$ cat src/rtl/gpio_pad_pkg.sv
// gpio_pad_pkg
// Shared constants for the GPIO pad conditioning block: default parameter
// values, legal ranges for the synchronizer depth and debounce counter width,
// and the pad drive mode encoding used by the per-channel logic.
// No ports; imported by gpio_pad_chan and gpio_pad_cond.
package gpio_pad_pkg;

   localparam int GPIO_NCH_DEFAULT  = 32;
   localparam int GPIO_NCH_MIN      = 1;
   localparam int GPIO_NCH_MAX      = 32;

   localparam int GPIO_DB_W_DEFAULT = 16;
   localparam int GPIO_DB_W_MIN     = 4;
   localparam int GPIO_DB_W_MAX     = 24;

   localparam int GPIO_SYNC_DEFAULT = 2;
   localparam int GPIO_SYNC_MIN     = 2;
   localparam int GPIO_SYNC_MAX     = 4;

   // Pad drive style selected by od_en.
   typedef enum logic {
      PAD_PUSH_PULL  = 1'b0,
      PAD_OPEN_DRAIN = 1'b1
   } pad_mode_e;

endpackage

$ cat src/rtl/gpio_pad_chan.sv
// gpio_pad_chan
// One GPIO channel: output pad register (push-pull or open-drain), input
// synchronizer chain, optional debounce counter and rise/fall event flags.
// Ports:
//   clk, rst_n            clock and asynchronous active-low reset
//   db_limit [DB_W]       debounce threshold in cycles (0 behaves as 1)
//   db_en                 debounce enable for this channel
//   od_en                 open-drain mode for this channel
//   core_oval, core_oe    output value / enable from the GPIO controller
//   pad_ival              raw asynchronous pad input
//   pad_oval, pad_t       IO buffer data and tristate (1 = high-Z)
//   core_ival             conditioned input to the SoC
//   rise_evt, fall_evt    one-cycle pulses on a change of core_ival
module gpio_pad_chan
   import gpio_pad_pkg::*;
#(
   parameter int   DB_W        = GPIO_DB_W_DEFAULT,
   parameter int   SYNC_STAGES = GPIO_SYNC_DEFAULT,
   parameter logic IVAL_RST    = 1'b0
) (
   input  logic            clk,
   input  logic            rst_n,
   input  logic [DB_W-1:0] db_limit,
   input  logic            db_en,
   input  logic            od_en,
   input  logic            core_oval,
   input  logic            core_oe,
   input  logic            pad_ival,
   output logic            pad_oval,
   output logic            pad_t,
   output logic            core_ival,
   output logic            rise_evt,
   output logic            fall_evt
);

   logic [SYNC_STAGES-1:0] sync_q, sync_d;
   logic                   core_ival_q, core_ival_d;
   logic [DB_W-1:0]        cnt_q, cnt_d;
   logic                   rise_q, rise_d;
   logic                   fall_q, fall_d;
   logic                   pad_oval_q, pad_oval_d;
   logic                   pad_t_q, pad_t_d;

   logic                   sync_out;
   logic [DB_W-1:0]        lim_eff;
   logic [DB_W:0]          cnt_inc;
   logic                   reached;
   pad_mode_e              mode;

   // Input path: a plain shift chain into the synchronizer, then either a
   // straight one-flop copy (bypass) or a run-length debounce. The counter
   // holds the number of consecutive differing edges seen so far; the edge
   // that would bring it to L toggles the output instead, so the counter
   // never climbs past L-1 and cannot wrap even at the largest limit. The
   // extra top bit in cnt_inc keeps that comparison exact at 2^DB_W-1, and
   // the >= also covers a limit lowered below a count already in progress.
   always_comb begin
      sync_d      = {sync_q[SYNC_STAGES-2:0], pad_ival};
      sync_out    = sync_q[SYNC_STAGES-1];
      lim_eff     = (db_limit == '0) ? DB_W'(1) : db_limit;
      cnt_inc     = {1'b0, cnt_q} + (DB_W+1)'(1);
      reached     = (cnt_inc >= {1'b0, lim_eff});
      cnt_d       = '0;
      core_ival_d = core_ival_q;
      if (!db_en) begin
         core_ival_d = sync_out;
      end else if (sync_out != core_ival_q) begin
         if (reached) begin
            core_ival_d = ~core_ival_q;
         end else begin
            cnt_d = cnt_inc[DB_W-1:0];
         end
      end
      // Events are registered alongside core_ival so they line up with the
      // first cycle the new value is visible.
      rise_d = core_ival_d & ~core_ival_q;
      fall_d = ~core_ival_d & core_ival_q;
   end

   // Output path: open-drain never drives a 1, it only releases the pin, so
   // switching modes cannot produce a driven-high cycle.
   always_comb begin
      mode = pad_mode_e'(od_en);
      pad_oval_d = core_oval;
      pad_t_d    = ~core_oe;
      if (mode == PAD_OPEN_DRAIN) begin
         pad_oval_d = 1'b0;
         pad_t_d    = ~(core_oe & ~core_oval);
      end
   end

   // Reset puts the pin in high-Z and loads the configured idle level into
   // the whole input path, so releasing reset cannot raise an event.
   always_ff @(posedge clk or negedge rst_n) begin
      if (!rst_n) begin
         sync_q      <= {SYNC_STAGES{IVAL_RST}};
         core_ival_q <= IVAL_RST;
         cnt_q       <= '0;
         rise_q      <= 1'b0;
         fall_q      <= 1'b0;
         pad_oval_q  <= 1'b0;
         pad_t_q     <= 1'b1;
      end else begin
         sync_q      <= sync_d;
         core_ival_q <= core_ival_d;
         cnt_q       <= cnt_d;
         rise_q      <= rise_d;
         fall_q      <= fall_d;
         pad_oval_q  <= pad_oval_d;
         pad_t_q     <= pad_t_d;
      end
   end

   assign pad_oval  = pad_oval_q;
   assign pad_t     = pad_t_q;
   assign core_ival = core_ival_q;
   assign rise_evt  = rise_q;
   assign fall_evt  = fall_q;

endmodule

$ cat src/rtl/gpio_pad_cond.sv
// gpio_pad_cond
// GPIO pad conditioning for NCH independent channels: registers the pad
// drive (push-pull or open-drain) and synchronizes, optionally debounces and
// edge-detects the pad inputs before they reach the SoC.
// Ports:
//   clk, rst_n            clock and asynchronous active-low reset
//   db_limit [DB_W]       shared debounce threshold (0 behaves as 1)
//   db_en, od_en [NCH]    per-channel debounce enable / open-drain mode
//   core_oval, core_oe    per-channel output value / enable from the SoC
//   pad_ival [NCH]        raw asynchronous pad inputs
//   pad_oval, pad_t       IO buffer data and tristate (1 = high-Z)
//   core_ival [NCH]       conditioned inputs
//   rise_evt, fall_evt    per-channel one-cycle change pulses
module gpio_pad_cond
   import gpio_pad_pkg::*;
#(
   parameter int             NCH         = GPIO_NCH_DEFAULT,
   parameter int             DB_W        = GPIO_DB_W_DEFAULT,
   parameter int             SYNC_STAGES = GPIO_SYNC_DEFAULT,
   parameter logic [NCH-1:0] IVAL_RST    = '0
) (
   input  logic            clk,
   input  logic            rst_n,
   input  logic [DB_W-1:0] db_limit,
   input  logic [NCH-1:0]  db_en,
   input  logic [NCH-1:0]  od_en,
   input  logic [NCH-1:0]  core_oval,
   input  logic [NCH-1:0]  core_oe,
   input  logic [NCH-1:0]  pad_ival,
   output logic [NCH-1:0]  pad_oval,
   output logic [NCH-1:0]  pad_t,
   output logic [NCH-1:0]  core_ival,
   output logic [NCH-1:0]  rise_evt,
   output logic [NCH-1:0]  fall_evt
);

   // Channels share only clock, reset and the debounce threshold.
   for (genvar i = 0; i < NCH; i++) begin : g_chan
      gpio_pad_chan #(
         .DB_W        (DB_W),
         .SYNC_STAGES (SYNC_STAGES),
         .IVAL_RST    (IVAL_RST[i])
      ) u_chan (
         .clk       (clk),
         .rst_n     (rst_n),
         .db_limit  (db_limit),
         .db_en     (db_en[i]),
         .od_en     (od_en[i]),
         .core_oval (core_oval[i]),
         .core_oe   (core_oe[i]),
         .pad_ival  (pad_ival[i]),
         .pad_oval  (pad_oval[i]),
         .pad_t     (pad_t[i]),
         .core_ival (core_ival[i]),
         .rise_evt  (rise_evt[i]),
         .fall_evt  (fall_evt[i])
      );
   end

endmodule

$ cat config.mk
export PLATFORM = sky130hd
export DESIGN_NAME = gpio_pad_cond
export DESIGN_NICKNAME = d
export VERILOG_FILES = /design/src/rtl/gpio_pad_pkg.sv /design/src/rtl/gpio_pad_chan.sv /design/src/rtl/gpio_pad_cond.sv
export SDC_FILE = /design/constraint.sdc
export NUM_CORES = 2
export LEC_CHECK = 0
export ABC_AREA = 1
export CELL_PAD_IN_SITES_DETAIL_PLACEMENT = 0
export CELL_PAD_IN_SITES_GLOBAL_PLACEMENT = 1
export CORE_MARGIN = 3
export CORE_UTILIZATION = 45
export DETAILED_ROUTE_END_ITERATION = 7
export PLACE_DENSITY_LB_ADDON = 0.1
export SYNTH_ARGS = -nofsm -noshare
export SYNTH_HDL_FRONTEND = slang
export SYNTH_SLANG_ARGS = --single-unit
$ cat constraint.sdc
create_clock -name clk -period 3.7 [get_ports clk]
set_input_delay 0.74 -clock clk [delete_from_list [all_inputs] [get_ports clk]]
set_output_delay 0.74 -clock clk [all_outputs]
set_load 0.01 [all_outputs]
# [Word level (Yosys, flattened, before mapping)]
# Cells that the tools add are included.
# Widths: inputs -> output; s select.
[totals] ff_bits=736 out_inout_bits=160 word_cells=834
[op_classes] add_sub_neg=32 n_lt_le_gt_ge=32 eq_ne=32 n_mux=257 bitwise=256 n_reduce_logical=1
[ops] op="$mux 16" count=97
[ops] op="$add 16x1->17 const B" count=32
[ops] op="$ge 17x16->1" count=32
[ops] op="$mux 1" count=160
[ops] op="$not 1->1" count=160
[ops] op="$and 1x1->1" count=96
[ops] op="$ne 1x1->1" count=32
[ops] op="$logic_not 16->1" count=1

# [Depth between registers and ports, before layout]
[depth] depth_word=8 depth_mapped=24 mapped_depth_nobuf=23

# [By module]
# A second synthesis with hierarchy kept.
[hier_totals] hier_cells=6821 area_unflattened_um2=53123.4
[modules_own_cells] mod="gpio_pad_chan at g_chan[0].u_chan ..." instances=31 cells_each=213 area_each_um2=1657.8 seq_area_each_um2=576.8
[modules_own_cells] mod="gpio_pad_chan at g_chan[22].u_chan" instances=1 cells_each=218 area_each_um2=1730.4 seq_area_each_um2=576.8

# [Worst setup path before layout]
# No wires, ideal clock.
[synth_timing] path_type="in2reg" startpoint="input db_limit[2]" endpoint="register g_chan[12].u_chan.cnt_q[4]" t_arrival_ns=3.309 path_slack_ns=0.319 cell_stages=15 n_path_buf=3 path_cell_list="buf_6 > buf_2 > nor4_1 > a41o_1 > ha_1 > o21ai_0 > nand2_1 > o21bai_1 > o21ai_0 > nand2_1 > nand3_1 > nor2_1 > nand2_2 > buf_2 > nor2_1"
[synth_via] elab_chain_cells=6
[synth_lines] item="from (decl)" line="gpio_pad_cond.sv:24" source="input logic [DB_W-1:0] db_limit,"
[synth_lines] item="$logic_not 16->1" line="gpio_pad_chan.sv:60" source="lim_eff = (db_limit == '0) ? DB_W'(1) : db_limit;"
[synth_lines] item="$mux 16 (*)" line="gpio_pad_chan.sv:60"
[synth_lines] item="$ge 17x16->1 (*)" line="gpio_pad_chan.sv:62" source="reached = (cnt_inc >= {1'b0, lim_eff});"
[synth_lines] item="$mux 16 (*)" line="gpio_pad_chan.sv:68" source="if (reached) begin"
[synth_lines] item="$mux 16 (*)" line="gpio_pad_chan.sv:67" source="end else if (sync_out != core_ival_q) begin"
[synth_lines] item="$mux 16 (*)" line="gpio_pad_chan.sv:65" source="if (!db_en) begin"
[synth_lines] item="net g_chan[12].u_chan.cnt_d[4]" line="gpio_pad_chan.sv:38" source="logic [DB_W-1:0] cnt_q, cnt_d;"
[synth_lines] item="to (signal assigned)" line="gpio_pad_chan.sv:106" source="cnt_q <= cnt_d;"
[synth_lines] item="to (decl)" line="gpio_pad_chan.sv:38"
# Mark *: on every way through the listed nets, which the timed path passes. The rest lies on a longest branch.

# [Worst setup path after layout]
[layout_timing] startpoint="register g_chan[21].u_chan.cnt_q[0]" endpoint="register g_chan[21].u_chan.cnt_q[2]"
[layout_via] elab_chain_cells=5
[layout_lines] item="from (decl)" line="gpio_pad_chan.sv:38"
[layout_lines] item="from (signal assigned)" line="gpio_pad_chan.sv:106"
[layout_lines] item="$add 16x1->17 (*)" line="gpio_pad_chan.sv:61" source="cnt_inc = {1'b0, cnt_q} + (DB_W+1)'(1);"
[layout_lines] item="$ge 17x16->1" line="gpio_pad_chan.sv:62"
[layout_lines] item="$mux 16 (*)" line="gpio_pad_chan.sv:68"
[layout_lines] item="$mux 16 (*)" line="gpio_pad_chan.sv:67"
[layout_lines] item="$mux 16 (*)" line="gpio_pad_chan.sv:65"
[layout_lines] item="net g_chan[21].u_chan.cnt_d[2]" line="gpio_pad_chan.sv:38"
# Marks and branches as above.

==> flow_summary.yaml <==
placement:
  numPortBuffers: 337
  gp_congestion: 0.835
  pre_cts_slack_ps: -12.9
  hpwlAfterDp_um: 94500
  place_area_um2: 54900
routing:
  wl_per_cell_um: 15.4
  via_count: 40209
  ant_nets: 0
  routed_via_density: 4.84
  wirelength_um: 128000
  drt-initial-drc-count: 2024
  post-route-drc-count: 0
  dr.pass1.iters: 5
die:
  ioPinCount: 338
  chipWidth_um: 339
  initial_core_util_pct: 45.7
  die_area_um2: 115000
  row_count: 121
  core_um2: 110000
  die_h_um: 339
worst_hold_path:
  hp-start: "g_chan[7].u_chan.sync_q[0]"
  hp-class: "register to register"
clock_network:
  clkSlewWorstSetupHoldPaths_ps: 60
  clk_latency_ps: 660
  cts_inserted_buffers: 90
  root_buffer: "clkbuf_16"
  clockBufferDepth: 3
  htree_levels: 3
  clock-sinks: 736
  tritoncts: "yes"
yosys:
  synth_cells: 6421
  ys_seq_elements: 736
  synth-edff-count: 0
  synth_ff_type: "dfrtp_1"
  ys_warn_count: 0
  syn_area_um2: 50000
  syn_nets: 7111
  ys_seq_area_share_pct: 36.9
  synthDistinctLibCells: 58
  synth-async-reset-ratio_pct: 100
  syn_avg_cell_area_um2: 7.79
global_routing:
  antenna_found_initial: 0
  grt_max_degree: 93
  grt_first_pass_wirelength_um: 209000
  grt-ovfl-total: 0
  grt_pass1_vias: 40100
  groute.usage.overall_pct: 22.4
timing:
  final.period_utilization_pct: 91.2
  setup_violations: 0
  fin_crit_ps: 3370
  finalSetupTns_ps: 0
  maxSlewHeadroom_pct: 42.2
  rsz0062_at_grt: "false"
  tightest_slew_ps: 863
  drv_slew: 0
  layout_setup_ws_ps: 327
  finClkSkew_ps: 18.5
  finalHoldViolCount: 0
  max_freq_mhz: 296
pwr:
  leakagePower_nw: 30.8
  peakVddDrop_uv: 337
  powerDensity_nw_per_um2: 340
setup_path:
  cp-startpoint: "g_chan[21].u_chan.cnt_q[0]"
  critical_path_class: "register to register"
  worst-endpoint-arrival_ps: 3960
  critPathMaxFanout: 8
  cp_data_required_time_ps: 4290
  crit_path_end_kind: "register"
  crit_path_start_kind: "register"
  worstReg2RegStart: "g_chan[21].u_chan.cnt_q[0]"
run_status:
  status: "completed"
cells_and_area:
  mostFrequentLayoutCell: "nand2_1"
  area_delta_synth_final_pct: 16.0
  nets: 7452
  final_cell_mix: "nand2_1 (1284), inv_1 (1101), nor2_1 (806)"
  fillers: 10715
  design_area_um2: 58000
  drive_gt1_share_pct: 10.1
run:
  cap_violations: 0
cell usage after synthesis, types with 4 or more instances:
| master | instances | area [um^2] |
|---|---|---|
| nand2_1 | 1284 | 4820 |
| inv_1 | 1115 | 4190 |
| nor2_1 | 811 | 3040 |
| dfrtp_1 | 704 | 17600 |
| ha_1 | 512 | 6410 |
| nand3_1 | 357 | 1790 |
| xor2_1 | 241 | 2110 |
| nand4_1 | 183 | 1140 |
| nor2_2 | 169 | 1060 |
| buf_4 | 165 | 1240 |
| a21oi_1 | 158 | 791 |
| nor3_1 | 121 | 606 |
| o21ai_0 | 64 | 320 |
| xnor2_1 | 58 | 508 |
| nor2_4 | 56 | 631 |
| inv_2 | 38 | 143 |
| and3_1 | 33 | 206 |
| a211oi_1 | 32 | 240 |
| dfstp_2 | 32 | 841 |
| nand3_2 | 31 | 310 |
| or2_2 | 28 | 175 |
| nand2_2 | 19 | 119 |
| nand3b_1 | 19 | 143 |
| nor4_1 | 18 | 113 |
| and2_1 | 17 | 106 |
| nor3_2 | 16 | 160 |
| o21bai_1 | 16 | 120 |
| a21o_1 | 15 | 113 |
| buf_6 | 15 | 169 |
| nor3b_1 | 11 | 82.6 |
| buf_2 | 9 | 45.0 |
| nand4_2 | 9 | 113 |
| o21a_1 | 8 | 60.1 |
| a31o_2 | 7 | 61.3 |
| a31oi_1 | 6 | 37.5 |
| a21oi_2 | 5 | 43.8 |
| or2_1 | 5 | 31.3 |
| o211ai_1 | 4 | 30.0 |
sequential cells by signal, indices dropped and copies added (netlist names):
name	cells
g_chan.u_chan.fall_evt	32
g_chan.u_chan.sync_q	64
g_chan.u_chan.rise_evt	32
g_chan.u_chan.cnt_q	512
g_chan.u_chan.pad_oval	32
g_chan.u_chan.core_ival	32
g_chan.u_chan.pad_t	32
cell type report:
cell class / instances / area, um^2 / area share (%)
clock buffer: 137 / 2650 / 4.57
clock inverter: 26 / 374 / 0.645
inverter: 1154 / 4360 / 7.50
tap: 1476 / 1850 / 3.18
sequential: 736 / 18500 / 31.8
multi-input combinational: 4340 / 25800 / 44.5
antenna: 1 / 2.50 / 0.00431
timing repair buffer: 440 / 4510 / 7.78
kinds of logic (layout without fill, tap and decap cells):
kind of cell	count (synthesis)	in the layout	synth area share (%)
xor+xnor	299	299	5.23
simple gates	3202	3204	29.6
flops	736	736	36.9
compound gates	325	325	3.78
other cells	0	1	0
fa+ha+maj	512	512	12.8
buf+inv	1347	1757	11.7
through the flow:
| stage | utilization, % | instances | total power, mW | hold WS [ps] |
|---|---|---|---|---|
| 2_1_floorplan | - | 6421 | 9.77 | 331 |
| 3_3_place_gp | 50.0 | 8140 | 10.8 | 332 |
| 3_5_place_dp | 50.0 | 8140 | 10.8 | 335 |
| 4_1_cts | 52.8 | 8304 | 20.1 | 347 |
| 5_1_grt | 52.9 | 8309 | 20.7 | 351 |
| 6_report | 52.9 | 8310 | 19.8 | 344 |
critical path, stage by stage (launching register included):
cell and delay [ps]:
dfrtp_1 390, ha_1 200, nand2_2 90, nor2_4 140, inv_2 70, nor3_2 150
nand2_1 100, nor2_1 140, nand2_1 130, nor2_1 130, xor2_1 230, inv_1 70
ha_1 290, a21o_1 160, a21oi_1 110, nand2_1 80, a21oi_2 150, nand3_2 110
nor2_4 200, buf_12 140, nand2_8 80, nor2_1 140
worst paths after layout:
check	cells after the start	slack, ps	to
worst max-delay path	21	330	g_chan[21].u_chan.cnt_q[2]
worst min-delay path	0	340	g_chan[7].u_chan.sync_q[1]
worst max register to register	21	330	g_chan[21].u_chan.cnt_q[2]
worst min register to register	0	340	g_chan[7].u_chan.sync_q[1]
max in group asynchronous	4	2050	g_chan[26].u_chan.pad_t
min in group asynchronous	2	600	g_chan[1].u_chan.fall_evt
metal layers:
layer | track usage, % | wire, um | vias to the layer above | part of all wire, %
li1 | - | - | 20821 | -
met3 | 3.52 | 4910 | 162 | 3.8
met1 | 29.0 | 58500 | 18661 | 46
met5 | 0 | 0 | - | 0
met2 | 39.2 | 61900 | 565 | 48
met4 | 5.13 | 2960 | 0 | 2.3
report_power, final:
part / total [mW] / internal, mW / switching, mW
clock network: 9.10 / 5.54 / 3.56
logic: 2.24 / 0.871 / 1.37
registers: 8.41 / 8.27 / 0.141
repair_timing:
action | CTS | global route
endpoints found under the hold margin | 35 | 0
setup endpoints to repair | 0 | 99
hold buffers | 1 | 0
resized for setup | 0 | 16
setup buffers | 0 | 3
Note: power is estimated with default switching activity, not from simulation.
